File: config.mk
export PLATFORM = sky130hd
export DESIGN_NAME = updown_counter_param
export DESIGN_NICKNAME = d
export VERILOG_FILES = /design/src/rtl/counter_pkg.sv /design/src/rtl/counter_prescaler.sv /design/src/rtl/updown_counter_param.sv
export SDC_FILE = /design/constraint.sdc
export NUM_CORES = 1
export LEC_CHECK = 0
export CORE_MARGIN = 2
export CORE_UTILIZATION = 54
export DETAILED_ROUTE_END_ITERATION = 12
export PLACE_DENSITY_LB_ADDON = 0.1
export REMOVE_ABC_BUFFERS = 1
export SLEW_MARGIN = 0
export SYNTH_ARGS = -nofsm -noshare
export SYNTH_HDL_FRONTEND = slang
export SYNTH_SLANG_ARGS = --single-unit
File: constraint.sdc
create_clock -name clk -period 6.1 [get_ports clk]
set_clock_uncertainty 0.05 [all_clocks]
set_input_delay 0.61 -clock clk [delete_from_list [all_inputs] [get_ports clk]]
set_output_delay 0.61 -clock clk [all_outputs]
set_load 0.02 [all_outputs]
File: src/rtl/counter_pkg.sv
// ---------------------------------------------------------------------------
// counter_pkg
// Shared constants and helpers for updown_counter_param and its prescaler.
//   DIR_UP / DIR_DOWN   : encodings of the count_dir input
//   MODE_WRAP / MODE_SAT: encodings of the sat_mode input
//   prescale_width()    : bit width needed to hold 0..PRESCALE-1 (min 1)
// ---------------------------------------------------------------------------
package counter_pkg;

  localparam logic DIR_UP    = 1'b1;
  localparam logic DIR_DOWN  = 1'b0;
  localparam logic MODE_WRAP = 1'b0;
  localparam logic MODE_SAT  = 1'b1;

  // ceil(log2(p)), never less than 1 so a PRESCALE of 1 still gets a real flop
  function automatic int prescale_width(input int p);
    int w;
    w = 1;
    while ((1 << w) < p) begin
      w = w + 1;
    end
    return w;
  endfunction

endpackage

File: src/rtl/counter_prescaler.sv
// ---------------------------------------------------------------------------
// counter_prescaler
// Divides the run cycles of the counter by PRESCALE.
//   clk   : clock, rising edge
//   rst   : synchronous active-high reset, phase returns to 0
//   hold  : freeze the phase
//   clear : return the phase to 0 (used on load)
//   tick  : high on the run cycle in which the phase is PRESCALE-1
// Priority: rst > clear > hold > count.
// ---------------------------------------------------------------------------
module counter_prescaler
  import counter_pkg::*;
#(
  parameter int PRESCALE = 1
) (
  input  logic clk,
  input  logic rst,
  input  logic hold,
  input  logic clear,
  output logic tick
);

  localparam int PS_W = prescale_width(PRESCALE);
  localparam logic [PS_W-1:0] LAST = PS_W'(PRESCALE - 1);

  logic [PS_W-1:0] phase_q;
  logic [PS_W-1:0] phase_d;
  logic            at_last_s;

  assign at_last_s = (phase_q == LAST);

  // tick is only meaningful on a running cycle; the top also gates it with load
  assign tick = at_last_s && !hold;

  // next phase: freeze on hold, restart on clear, wrap after the last phase
  always_comb begin
    phase_d = phase_q;
    if (clear) begin
      phase_d = '0;
    end else if (hold) begin
      phase_d = phase_q;
    end else if (at_last_s) begin
      phase_d = '0;
    end else begin
      phase_d = phase_q + PS_W'(1);
    end
  end

  // phase register
  always_ff @(posedge clk) begin
    if (rst) begin
      phase_q <= '0;
    end else begin
      phase_q <= phase_d;
    end
  end

endmodule

File: src/rtl/updown_counter_param.sv
// ---------------------------------------------------------------------------
// updown_counter_param
// Parametrised up/down event/timebase counter with runtime limit, wrap or
// saturate behaviour, synchronous load and a clock prescaler.
// Optional feature macro: COUNTER_STICKY_FLAGS_EN (adds flag_clr input and
// ovf_sticky / unf_sticky outputs).
//   clk        : clock, rising edge
//   rst        : synchronous active-high reset
//   hold       : freeze count and prescaler
//   count_dir  : 1 up, 0 down
//   sat_mode   : 1 saturate, 0 wrap
//   load       : synchronous load of load_value
//   load_value : value taken on load
//   limit      : inclusive upper boundary
//   count_out  : registered count
//   tc         : one-cycle pulse after a boundary tick
//   at_zero    : count_out == 0
//   at_limit   : count_out >= limit
// Priority per edge: rst > load > hold > advance.
// ---------------------------------------------------------------------------
module updown_counter_param
  import counter_pkg::*;
#(
  parameter int WIDTH     = 8,
  parameter int PRESCALE  = 1,
  parameter int RESET_VAL = 0
) (
  input  logic             clk,
  input  logic             rst,
  input  logic             hold,
  input  logic             count_dir,
  input  logic             sat_mode,
  input  logic             load,
  input  logic [WIDTH-1:0] load_value,
  input  logic [WIDTH-1:0] limit,
`ifdef COUNTER_STICKY_FLAGS_EN
  input  logic             flag_clr,
  output logic             ovf_sticky,
  output logic             unf_sticky,
`endif
  output logic [WIDTH-1:0] count_out,
  output logic             tc,
  output logic             at_zero,
  output logic             at_limit
);

  localparam logic [WIDTH-1:0] RST_COUNT = WIDTH'(RESET_VAL);

  logic [WIDTH-1:0] count_q;
  logic [WIDTH-1:0] count_d;
  logic             tc_q;
  logic             tc_d;
  logic             tick_s;
  logic             up_hit_s;
  logic             dn_hit_s;

  counter_prescaler #(
    .PRESCALE (PRESCALE)
  ) u_prescaler (
    .clk   (clk),
    .rst   (rst),
    .hold  (hold),
    .clear (load),
    .tick  (tick_s)
  );

  // next count and boundary detection
  always_comb begin
    count_d  = count_q;
    tc_d     = 1'b0;
    up_hit_s = 1'b0;
    dn_hit_s = 1'b0;
    if (load) begin
      count_d = load_value;
    end else if (hold) begin
      // value frozen; tc drops because no boundary tick happens here
      count_d = count_q;
    end else if (tick_s) begin
      if (count_dir == DIR_UP) begin
        if (count_q < limit) begin
          count_d = count_q + WIDTH'(1);
        end else begin
          count_d  = (sat_mode == MODE_SAT) ? limit : '0;
          up_hit_s = 1'b1;
        end
      end else begin
        if (count_q > limit) begin
          // above the window: not a boundary, just re-enter or step down
          count_d = (sat_mode == MODE_SAT) ? limit : (count_q - WIDTH'(1));
        end else if (count_q == '0) begin
          count_d  = (sat_mode == MODE_SAT) ? '0 : limit;
          dn_hit_s = 1'b1;
        end else begin
          count_d = count_q - WIDTH'(1);
        end
      end
      tc_d = up_hit_s || dn_hit_s;
    end else begin
      count_d = count_q;
    end
  end

  // count and terminal-count registers
  always_ff @(posedge clk) begin
    if (rst) begin
      count_q <= RST_COUNT;
      tc_q    <= 1'b0;
    end else begin
      count_q <= count_d;
      tc_q    <= tc_d;
    end
  end

`ifdef COUNTER_STICKY_FLAGS_EN
  logic ovf_q;
  logic ovf_d;
  logic unf_q;
  logic unf_d;

  // sticky flags: a set in the same cycle as flag_clr wins
  always_comb begin
    ovf_d = ovf_q;
    unf_d = unf_q;
    if (up_hit_s) begin
      ovf_d = 1'b1;
    end else if (flag_clr) begin
      ovf_d = 1'b0;
    end else begin
      ovf_d = ovf_q;
    end
    if (dn_hit_s) begin
      unf_d = 1'b1;
    end else if (flag_clr) begin
      unf_d = 1'b0;
    end else begin
      unf_d = unf_q;
    end
  end

  // sticky flag registers
  always_ff @(posedge clk) begin
    if (rst) begin
      ovf_q <= 1'b0;
      unf_q <= 1'b0;
    end else begin
      ovf_q <= ovf_d;
      unf_q <= unf_d;
    end
  end

  assign ovf_sticky = ovf_q;
  assign unf_sticky = unf_q;
`endif

  assign count_out = count_q;
  assign tc        = tc_q;
  assign at_zero   = (count_q == '0);
  assign at_limit  = (count_q >= limit);

endmodule
# --- Word-level counts from Yosys, hierarchy flattened ---
# Index checks and enable logic that the tools add are counted.
op_classes:
  n_reduce_logical: 8
  n_mux: 22
  magnitude_cmp: 3
  n_addsub: 3
  n_eq_ne: 1
  bitwise: 2
op_table:
  columns: ["op", "count"]
  rows:
  - ["$mux 8", 10]
  - ["$mux 1", 12]
  - ["$add 8x1->8 const B", 1]
  - ["$ge 8x8->1", 1]
  - ["$gt 8x8->1", 1]
  - ["$logic_not 8->1", 1]
  - ["$lt 8x8->1", 1]
  - ["$sub 8x1->8 const B", 1]
  - ["$reduce_or 4->1", 1]
  - ["$ne 2x1->1 const B", 1]
  - ["$not 1->1", 2]
  - ["$reduce_and 2->1", 1]
  - ["$reduce_bool 2->1", 1]
  - ["$reduce_or 2->1", 1]
  - ["$add 1x1->1 const B", 1]
  - ["$logic_and 1x1->1", 1]
  - ["$logic_not 1->1", 1]
  - ["$logic_or 1x1->1", 1]
totals:
  input_bits: 22
  register_bits: 10
  elab_cells: 42

# --- Logic depth before layout (Yosys ltp) ---
depth:
  depth_word: 8
  mapped_depth: 11

# --- Modules after synthesis ---
# From an unflattened synthesis, not the netlist that was laid out.
unflattened:
  hier_cells: 188
  area_unflattened_um2: 1422.6
by_module_without_submodules:
  columns: ["module", "seq_area_each_um2", "area_each_um2", "cells_per_inst", "instances"]
  rows:
  - ["updown_counter_param", 180.2, 1418.9, 187, 1]
  - ["counter_prescaler", 0.0, 3.8, 1, 1]

# --- Worst setup path after synthesis ---
# OpenSTA, ideal clock, no wires.
synth_timing:
  path_type: "input-to-output"
  startpoint: "input port limit[3]"
  endpoint: "output port at_limit"
  t_arrival_ps: 2038
  required_time_ps: 5440
  slack_ps: 3402
  n_path_buf: 0
  cell_stages: 5
  path_cell_list: "inv_1 > ha_1 > a211oi_1 > a21oi_1 > or3_1"
synth_via:
  elab_chain_len: 1
synth_lines:
  columns: ["element", "line_no", "rtl"]
  rows:
  - ["start: declaration", "updown_counter_param.sv:35", "input logic [WIDTH-1:0] limit,"]
  - ["$ge 8x8->1", "updown_counter_param.sv:158", "assign at_limit = (count_q >= limit);"]
  - ["end: declaration", "updown_counter_param.sv:44", "output logic at_limit"]
# No other way between the ends.

# --- Worst setup path in the final report ---
# Same ends and word-level chain as after synthesis.

==> flow_summary.json <==
{
  "grt_setup_unrepaired": "no",
  "start_kind": "input pin",
  "synth_compound_area_share_pct": 31.4,
  "min_path_cells": 4,
  "cts-htree-levels": 1,
  "place.port_buffers": 32,
  "worstSetupEndpoint": "at_limit",
  "post-cts-setup-buffer-count": 0,
  "grt_pass1_wl_mm": 7.69,
  "grt_pass1_vias": 1639,
  "synthToLayoutAreaGrowth_pct": 21.1,
  "synth_top_area_cell": "dfxtp_1",
  "cts_buffers": 3,
  "cells_on_worst_reg2reg_path": 8,
  "synthAdderAreaFrac_pct": 9.70,
  "die_width_um": 55.3,
  "postCtsResizedCells": 0,
  "synth.top_cell.area_share_pct": 12.7,
  "max-cap-violations": 0,
  "synth.cell_area_sq_um": 1420,
  "setup_total_negative_slack_ns": 0,
  "cp_data_arrival_time_ns": 3.23,
  "initial_core_util_pct": 57.3,
  "drc_errors": 0,
  "clkTransAtPathRegs_ns": 0.07,
  "detailedRoute.firstPassIterationCount": 5,
  "global_route.usage.total_pct": 30.6,
  "timing_worst_slew_pin_value_ns": 1.02,
  "crit_path_max_fanout": 6,
  "drt-vias-per-instance": 6.87,
  "synthesis.instances": 203,
  "worst_r2r_startpoint": "count_out[0]$_SDFFE_PP0P_",
  "finalMaxSlewViolations": 0,
  "period_minus_slack_ns": 3.89,
  "antenna_cells": 0,
  "numClockSinks": 9,
  "report.final.hold_viol_count": 0,
  "end_kind": "output pin",
  "finalWirelength_mm": 4.63,
  "powerDensity_nw_per_um2": 174,
  "rrSetupSlack_ns": 3.04,
  "dp_cells": 249,
  "setup-violations-final": 0,
  "worst_ep_required_time_ns": 5.44,
  "post-dp-hpwl_mm": 3.39,
  "hold_ws_ns": 0.764,
  "root_buffer": "clkbuf_4",
  "fmax_ghz": 0.257,
  "yosysWarnings": 0,
  "layout_worst_path_cycle_share_pct": 63.7,
  "final_cells": 253,
  "finish.net_count": 257,
  "design.die.area_sq_um": 3050,
  "critical_path_type": "input pin to output pin",
  "hold_path_startpoint": "count_out[5]$_SDFFE_PP0P_",
  "worstReg2RegEnd": "count_out[7]$_SDFFE_PP0P_",
  "maximum_number_of_buffers_from_clock_root_to_sink": 2,
  "synth_xor_area_share_pct": 6.79,
  "distinct_cell_type_count_after_synthesis": 48,
  "total_leakage_power_nw": 0.680,
  "crit_path_start": "limit[3]",
  "postSynthRegisterBits": 9,
  "placeableCoreArea_sq_um": 2480,
  "final_layout_size_suffix_gt1_share_pct": 4.93,
  "postCtsHoldBufs": 0,
  "syn-mean-instance-area_sq_um": 6.99,
  "route.detailed.wl_per_inst_um": 18.3,
  "ioPinCount": 33,
  "place.gp.congestion": 0.995,
  "yosysSeqAreaShare_pct": 12.7,
  "worst_hold_path_type": "flop to flop",
  "run_status": "finished clean",
  "globalRouteOverflowTotal": 0,
  "async_flop_share_pct": 0,
  "dominantRegCellSynth": "dfxtp_1",
  "ant_nets": 0,
  "synth_edf_count": 0,
  "synth.area.mux_share_pct": 1.50,
  "antenna_found_initial": 0,
  "cts_tree": "done",
  "synth_common_cells": "nor2_1, a21oi_1, nand2_1",
  "rows": 18,
  "detail_route.iter0.violations": 138,
  "clock_latency_ns": 0.28,
  "combinational_family_with_the_most_area_after_synthesis": "compound AO/OA/AOI/OAI gates",
  "netlist_top_cells_area": "dfxtp_1, ha_1, nor2_1",
  "die_y_um": 55.3,
  "most_used_standard_cell_by_instance_count_after_synthesis": "nor2_1",
  "peak_vdd_ir_uv": 176,
  "timing.slew.headroom_pct": 31.7,
  "maximum_number_of_pins_on_one_net_before_global_route_repair": 23,
  "synth_simple_gate_area_share_pct": 28.4,
  "vias": 1738
}
==> critical path: stages <==
cell             delay [ns]
clkdlybuf4s50_1        0.49
inv_1                  0.08
ha_1                   0.33
a211oi_1               0.49
a21oi_1                0.27
or3_1                  0.41
clkdlybuf4s50_1        0.54
==> routing by layer <==
metal | wire, um | vias up | track usage, % | share of wire, %
met5 | 0 | - | 0 | 0
met4 | 84 | 0 | 11.5 | 1.8
met3 | 652 | 11 | 3.98 | 14
met2 | 2020 | 138 | 46.6 | 44
met1 | 1870 | 776 | 43.8 | 40
li1 | - | 813 | - | -
==> power by group <==
group	total (W)	switching, W	internal, W
Clock	0.0000529	0.0000275	0.0000254
Sequential	0.0000814	0.0000174	0.0000641
Combinational	0.000165	0.0000922	0.0000727
==> stage by stage <==
stage / total power [W] / worst slack [ns] / utilization [%] / cell area (sq um)
final: 0.000299 / 2.21 / 69.3 / 1720
after global routing: 0.000317 / 2.03 / 69.3 / 1720
after CTS: 0.000295 / 2.25 / 69.3 / 1720
after detailed placement: 0.000242 / 2.25 / 68.3 / 1690
after global placement: 0.000240 / 2.36 / 68.3 / 1690
after floorplan: 0.000180 / 3.40 / - / 1330
==> cells in the final DEF, fill, tap and decap left out, types with 5 or more instances in the layout <==
master            n
clkdlybuf4s50_1  32
nor2_1           23
a21oi_1          15
nand2_1          14
inv_1            12
nor3_1           11
ha_1             11
dfxtp_1           9
a211oi_1          8
xor2_1            8
o21ai_0           7
nor4_1            6
a311oi_1          6
nand3_1           5
==> flip-flops by register name, indices dropped and copies added, names as in the netlist <==
register,count
count_out,8
tc,1
==> worst min path at each step <==
stage | end
floorplan | count_out[4]$_SDFFE_PP0P_
global placement | count_out[6]$_SDFFE_PP0P_
detailed placement | count_out[5]$_SDFFE_PP0P_
CTS | count_out[5]$_SDFFE_PP0P_
global route | count_out[6]$_SDFFE_PP0P_
finish | count_out[5]$_SDFFE_PP0P_
==> kinds of logic after synthesis <==
logic type	count (synthesis)
AO/OA/AOI/OAI	62
multiplexers	2
flip-flops	9
AND/OR/NAND/NOR	79
adder cells (fa/ha/maj)	11
buffers and inverters	29
XOR/XNOR	11
==> area by class of cell <==
type	instances	area [sq um]
clock buffer	4	26.3
fill	217	759
inverter	13	50.0
multi-input combinational	165	1100
sequential	9	180
tap	30	37.5
timing repair buffer	32	320
No activity file was read; power rests on OpenSTA's default activity.
